File: config.mk
export PLATFORM = sky130hd
export DESIGN_NAME = shift_sequencer_flat
export DESIGN_NICKNAME = d
export VERILOG_FILES = /design/src/rtl/shift_sequencer_if.sv /design/src/rtl/shift_sequencer.sv /design/src/flat_wrapper.sv
export SDC_FILE = /design/constraint.sdc
export NUM_CORES = 1
export LEC_CHECK = 0
export BUFFER_PORTS_ARGS = -buffer_cell sky130_fd_sc_hd__buf_2
export CAP_MARGIN = 40
export CORE_ASPECT_RATIO = 1.4
export CORE_MARGIN = 10
export CORE_UTILIZATION = 45
export CTS_CLUSTER_DIAMETER = 100
export DETAILED_ROUTE_END_ITERATION = 12
export PLACE_DENSITY = 0.67
export SYNTH_ARGS = -nofsm -noshare
export SYNTH_HDL_FRONTEND = slang
export SYNTH_SLANG_ARGS = --single-unit
File: constraint.sdc
create_clock -name clk -period 2.2 [get_ports clk]
set_input_delay 0.44 -clock clk [delete_from_list [all_inputs] [get_ports clk]]
set_output_delay 0.44 -clock clk [all_outputs]
set_load 0.01 [all_outputs]
File: src/rtl/shift_sequencer_if.sv
// Command channel into the shift sequencer.
// Valid/ready handshake carrying one shift job.
interface shift_sequencer_if #(
  parameter int WIDTH = 8,
  parameter int CNT_W = 4
);
  logic             cmd_valid;
  logic             cmd_ready;
  logic [WIDTH-1:0] cmd_data;
  logic             cmd_dir;
  logic [CNT_W-1:0] cmd_count;
  logic             cmd_fill;

  modport master (
    output cmd_valid,
    output cmd_data,
    output cmd_dir,
    output cmd_count,
    output cmd_fill,
    input  cmd_ready
  );

  modport slave (
    input  cmd_valid,
    input  cmd_data,
    input  cmd_dir,
    input  cmd_count,
    input  cmd_fill,
    output cmd_ready
  );
endinterface

File: src/rtl/shift_sequencer.sv
// Sequencer driving an 8-bit universal shift register.
// One load, N shifts, then hold; shadow copy gives the result.
module shift_sequencer #(
  parameter int WIDTH = 8,
  parameter int CNT_W = 4
) (
  input  logic             clk,
  input  logic             sync_reset,
  shift_sequencer_if.slave cmd,
  input  logic             stall,
  output logic [1:0]       sr_sel,
  output logic [WIDTH-1:0] sr_in,
  output logic             sr_rightshift,
  output logic             sr_leftshift,
  output logic             busy,
  output logic             done,
  output logic [WIDTH-1:0] result
);

  localparam logic [1:0] SEL_HOLD  = 2'b00;
  localparam logic [1:0] SEL_RIGHT = 2'b01;
  localparam logic [1:0] SEL_LEFT  = 2'b10;
  localparam logic [1:0] SEL_LOAD  = 2'b11;

  localparam logic [CNT_W-1:0] CNT_MAX = CNT_W'(WIDTH);
  localparam logic [CNT_W-1:0] CNT_ONE = CNT_W'(1);

  typedef enum logic [1:0] {
    IDLE,
    LOAD,
    SHIFT,
    FINISH
  } state_t;

  state_t           state;
  logic [WIDTH-1:0] data_q;
  logic             dir_q;
  logic             fill_q;
  logic [CNT_W-1:0] cnt;
  logic [WIDTH-1:0] shadow;

  logic             take;
  logic [CNT_W-1:0] count_sat;
  logic [WIDTH-1:0] shift_r;
  logic [WIDTH-1:0] shift_l;

  assign take      = cmd.cmd_valid & cmd.cmd_ready;
  assign count_sat = (cmd.cmd_count > CNT_MAX) ? CNT_MAX
                                               : cmd.cmd_count;
  assign shift_r   = {fill_q, shadow[WIDTH-1:1]};
  assign shift_l   = {shadow[WIDTH-2:0], fill_q};

  // Control FSM; every output is registered and defaults to hold.
  always_ff @(posedge clk) begin
    if (!sync_reset) begin
      state         <= IDLE;
      cmd.cmd_ready <= 1'b1;
      busy          <= 1'b0;
      done          <= 1'b0;
      sr_sel        <= SEL_HOLD;
      sr_in         <= '0;
      sr_rightshift <= 1'b0;
      sr_leftshift  <= 1'b0;
      result        <= '0;
      cnt           <= '0;
      shadow        <= '0;
      data_q        <= '0;
      dir_q         <= 1'b0;
      fill_q        <= 1'b0;
    end else begin
      done          <= 1'b0;
      sr_sel        <= SEL_HOLD;
      sr_rightshift <= 1'b0;
      sr_leftshift  <= 1'b0;
      unique case (state)
        IDLE: begin
          if (take) begin
            data_q        <= cmd.cmd_data;
            dir_q         <= cmd.cmd_dir;
            fill_q        <= cmd.cmd_fill;
            cnt           <= count_sat;
            cmd.cmd_ready <= 1'b0;
            busy          <= 1'b1;
            state         <= LOAD;
          end else begin
            cmd.cmd_ready <= 1'b1;
            busy          <= 1'b0;
          end
        end
        LOAD: begin
          sr_sel <= SEL_LOAD;
          sr_in  <= data_q;
          shadow <= data_q;
          state  <= (cnt == '0) ? FINISH : SHIFT;
        end
        SHIFT: begin
          if (!stall) begin
            if (dir_q) begin
              sr_sel       <= SEL_LEFT;
              sr_leftshift <= fill_q;
              shadow       <= shift_l;
            end else begin
              sr_sel        <= SEL_RIGHT;
              sr_rightshift <= fill_q;
              shadow        <= shift_r;
            end
            cnt <= cnt - CNT_ONE;
            if (cnt == CNT_ONE) begin
              state <= FINISH;
            end
          end
        end
        FINISH: begin
          done   <= 1'b1;
          result <= shadow;
          state  <= IDLE;
        end
        default: begin
          state <= IDLE;
        end
      endcase
    end
  end

endmodule

File: src/flat_wrapper.sv
// flat-port wrapper written by rule: the top's interface ports become plain ports
module shift_sequencer_flat 
#(
  parameter int WIDTH = 8,
  parameter int CNT_W = 4
)
  (clk, sync_reset, stall, sr_sel, sr_in, sr_rightshift, sr_leftshift, busy, done, result, cmd_cmd_valid, cmd_cmd_data, cmd_cmd_dir, cmd_cmd_count, cmd_cmd_fill, cmd_cmd_ready);
  shift_sequencer_if #(.WIDTH(WIDTH), .CNT_W(CNT_W)) cmd_i ();
  input  logic clk;
  input  logic sync_reset;
  input  logic stall;
  output logic [1:0] sr_sel;
  output logic [WIDTH-1:0] sr_in;
  output logic sr_rightshift;
  output logic sr_leftshift;
  output logic busy;
  output logic done;
  output logic [WIDTH-1:0] result;
  input wire logic [$bits(cmd_i.cmd_valid)-1:0] cmd_cmd_valid;
  input wire logic [$bits(cmd_i.cmd_data)-1:0] cmd_cmd_data;
  input wire logic [$bits(cmd_i.cmd_dir)-1:0] cmd_cmd_dir;
  input wire logic [$bits(cmd_i.cmd_count)-1:0] cmd_cmd_count;
  input wire logic [$bits(cmd_i.cmd_fill)-1:0] cmd_cmd_fill;
  output wire logic [$bits(cmd_i.cmd_ready)-1:0] cmd_cmd_ready;
  assign cmd_i.cmd_valid = cmd_cmd_valid;
  assign cmd_i.cmd_data = cmd_cmd_data;
  assign cmd_i.cmd_dir = cmd_cmd_dir;
  assign cmd_i.cmd_count = cmd_cmd_count;
  assign cmd_i.cmd_fill = cmd_cmd_fill;
  assign cmd_cmd_ready = cmd_i.cmd_ready;
  shift_sequencer #(.WIDTH(WIDTH), .CNT_W(CNT_W)) u_core (.clk(clk), .sync_reset(sync_reset), .cmd(cmd_i), .stall(stall), .sr_sel(sr_sel), .sr_in(sr_in), .sr_rightshift(sr_rightshift), .sr_leftshift(sr_leftshift), .busy(busy), .done(done), .result(result));
endmodule
==> impl_results.md <==
- Status: completed
- CP Capture Type: flop
- #FFs+latches synth: 47
- Core area: 0.00450 sq mm
- Combinational power share: 0.390
- ANT cells: 0
- Worst path arrival time: 2.10 ns
- I/O Buffers: 40
- Yosys Warn Count: 0
- Final Cycle Share: 0.865
- CTS tree: done
- Drt initial violations: 135
- Ports: 41
- Max-cap check violation count: 0
- Sw Ratio: 0.379
- Async set-reset flop share out of synthesis: 0
- Final hold vios: 0
- Netlist cell types: 35
- Post-Syn Nets: 256
- Nets: 295
- Hpwl dp: 3660 microns
- Area growth, synth to finish: 17.7%
- TritonCTS Buffers: 5
- Layout cells sized above 1: 0.226
- Die Footprint: 0.00772 sq mm
- Sequential fraction of design power: 0.422
- Synth top area share: 0.457
- Setup-failing EPs final: 0
- Slew Limit Fails: 0
- First-pass GRT wire length: 8350 microns
- Met2 wire length: 2660 microns
- Min Tclk post-route: 1.90 ns
- Drt pass-1 iters: 4
- Most common cell in the netlist: dfxtp_1
- Startpoint Class: flop
- Pleak: 0.999 nW
- Top layer in use: met4
- Routed vias/inst: 5.18
- Vias in the first global route: 1782
- Setup TNS: 0 ns
- DRC: 0
- Die W: 77.2 microns
- Initial Util: 0.458
- R2r setup slk: 0.30 ns
- Cell Area, Synth: 0.00206 sq mm
- Synth area leader: dfxtp_1
- Clk_skew: 0.00477 ns
- Net switching power: 0.00103 W
- Die Y: 100 microns
- CP Data Required Time: 2.39 ns
- Setup bufs post-CTS: 0
- Global Route Usage Sum: 0.132
- ANT nets after route: 0
- Clock share of power: 0.188
- Seq/Total Area, Yosys: 0.457
- Gpl congestion: 0.814
- Pwr Density: 1120 mW/mm^2
- Internal power: 0.00168 W
- Clock Tree Root: clkbuf_8
- # clock sinks: 47
- Clock Latency Late Sink: 0.30 ns
- Commonest cells in the netlist: 47 x dfxtp_1, 34 x nand2_1, 31 x nor2_1, 17 x mux2i_1, 14 x a21oi_1
- Gate Count Post-Synth: 230
- RSZ-0062 raised after global routing: false
- CTS clock-pin slew for the worst setup and hold paths: 0.08 ns
- CTS H-tree depth: 2
- Post-synth top flop: dfxtp_1
- CP Max Fanout: 7
- Metal-1 WL: 2010 microns
- Critical path class: flop to flop
- Finished Core Util: 0.539
- Hold Crit Class: primary input to flop
- WL per Instance: 15.0 microns
- Met3 wire len: 163 microns
- Final WL: 4970 microns
- Total number of vias: 1720
- Max VDD drop: 0.000626 V
- FP Rows: 29
- Actual slew at the worst max-slew pin: 0.674 ns
- GRT overflow: 0
- Fmax: 525 MHz
- # hold bufs at CTS: 0
- Syn Area/Cell: 8.95 sq um
- Largest net degree at the start of global routing: 21
- Initial antenna violation count: 0
- EDFF count, synth: 0
- Area contributors post-synth: dfxtp_1 46%, mux2i_1 8.3%, nand2_1 6.2%, nor2_1 5.7%, ha_1 4.9%
- Relative slew slack: 0.550
- Longest Clk Path Bufs: 2
- Resize count post-CTS: 0
## placed cells by master (no fill, tap or decap), types with 2 or more instances in the layout
cell type / netlist / routed
a2111oi_0: 3 / 3
a211oi_1: 8 / 8
a21oi_1: 14 / 14
and2_1: 2 / 2
buf_2: 2 / 40
buf_4: 0 / 5
clkbuf_8: 0 / 5
dfxtp_1: 47 / 47
ha_1: 8 / 8
inv_1: 9 / 9
mux2i_1: 17 / 17
nand2_1: 34 / 34
nand2b_1: 3 / 3
nand3_1: 2 / 2
nor2_1: 31 / 31
nor2b_1: 9 / 9
o21ai_0: 2 / 2
o32ai_1: 10 / 10
## cell type report
| type | count | area, sq um |
|---|---|---|
| clock buffer | 6 | 72.6 |
| clock inverter | 2 | 12.5 |
| multi-input combinational | 160 | 1030 |
| fill | 478 | 2070 |
| timing repair buffer | 46 | 258 |
| inverter | 9 | 33.8 |
| sequential | 47 | 941 |
| tap | 62 | 77.6 |
## kinds of logic (layout without fill, tap and decap cells)
| kind of cell | Yosys count | count (layout) | synth area share |
|---|---|---|---|
| fa+ha+maj | 8 | 8 | 0.0486 |
| flops | 47 | 47 | 0.457 |
| simple gates | 88 | 88 | 0.197 |
| compound gates | 47 | 47 | 0.171 |
| mux | 17 | 17 | 0.0826 |
| buf+inv | 23 | 63 | 0.0431 |
## metal layers
layer	GRT usage	vias up
li1	-	878
met1	0.136	803
met2	0.237	27
met3	0.0286	12
met4	0.0859	0
met5	0	-
## through the flow
stage	cells	area, sq um	hold WS [ns]	power [W]	setup WS (ns)
global placement	324	2340	0.466	0.00220	0.362
global route	332	2420	0.375	0.00290	0.212
floorplan	230	2060	0.449	0.00191	0.442
detailed placement	324	2340	0.474	0.00222	0.315
CTS	332	2420	0.366	0.00272	0.299
finish	332	2420	0.368	0.00271	0.297
## power groups by stage
stage	sequential (W)	clock [W]	combinational (W)
floorplan	0.00112	0	0.000787
global placement	0.00116	0	0.00104
detailed placement	0.00116	0	0.00106
CTS	0.00114	0.000520	0.00106
global route	0.00117	0.000552	0.00119
finish	0.00114	0.000510	0.00106
## worst max-delay path: stages (launching register included)
cell and delay, ns:
dfxtp_1 0.41, inv_1 0.12, ha_1 0.26, a21boi_1 0.21, or3_4 0.45, o311a_1 0.35
## sequential cells by signal (all words and copies together), names as in the netlist
register	cells
u_core.fill_q	1
u_core.sr_rightshift	1
u_core.sr_sel	2
u_core.dir_q	1
u_core.sr_leftshift	1
u_core.done	1
u_core.state	2
u_core.busy	1
u_core.cmd.cmd_ready	1
u_core.shadow	8
u_core.data_q	8
u_core.result	8
u_core.sr_in	8
u_core.cnt	4
## worst paths after layout
check	cells past startpoint	to	startpoint
max	5	u_core.cnt[1]$_SDFFE_PN0P_	u_core.state[0]$_SDFFE_PN0P_
min	3	u_core.data_q[1]$_SDFFE_PN0P_	cmd_cmd_data[1]
max reg2reg	5	u_core.cnt[1]$_SDFFE_PN0P_	u_core.state[0]$_SDFFE_PN0P_
min reg2reg	2	u_core.busy$_SDFFE_PN0N_	u_core.busy$_SDFFE_PN0N_
No activity file was read; power rests on OpenSTA's default activity.
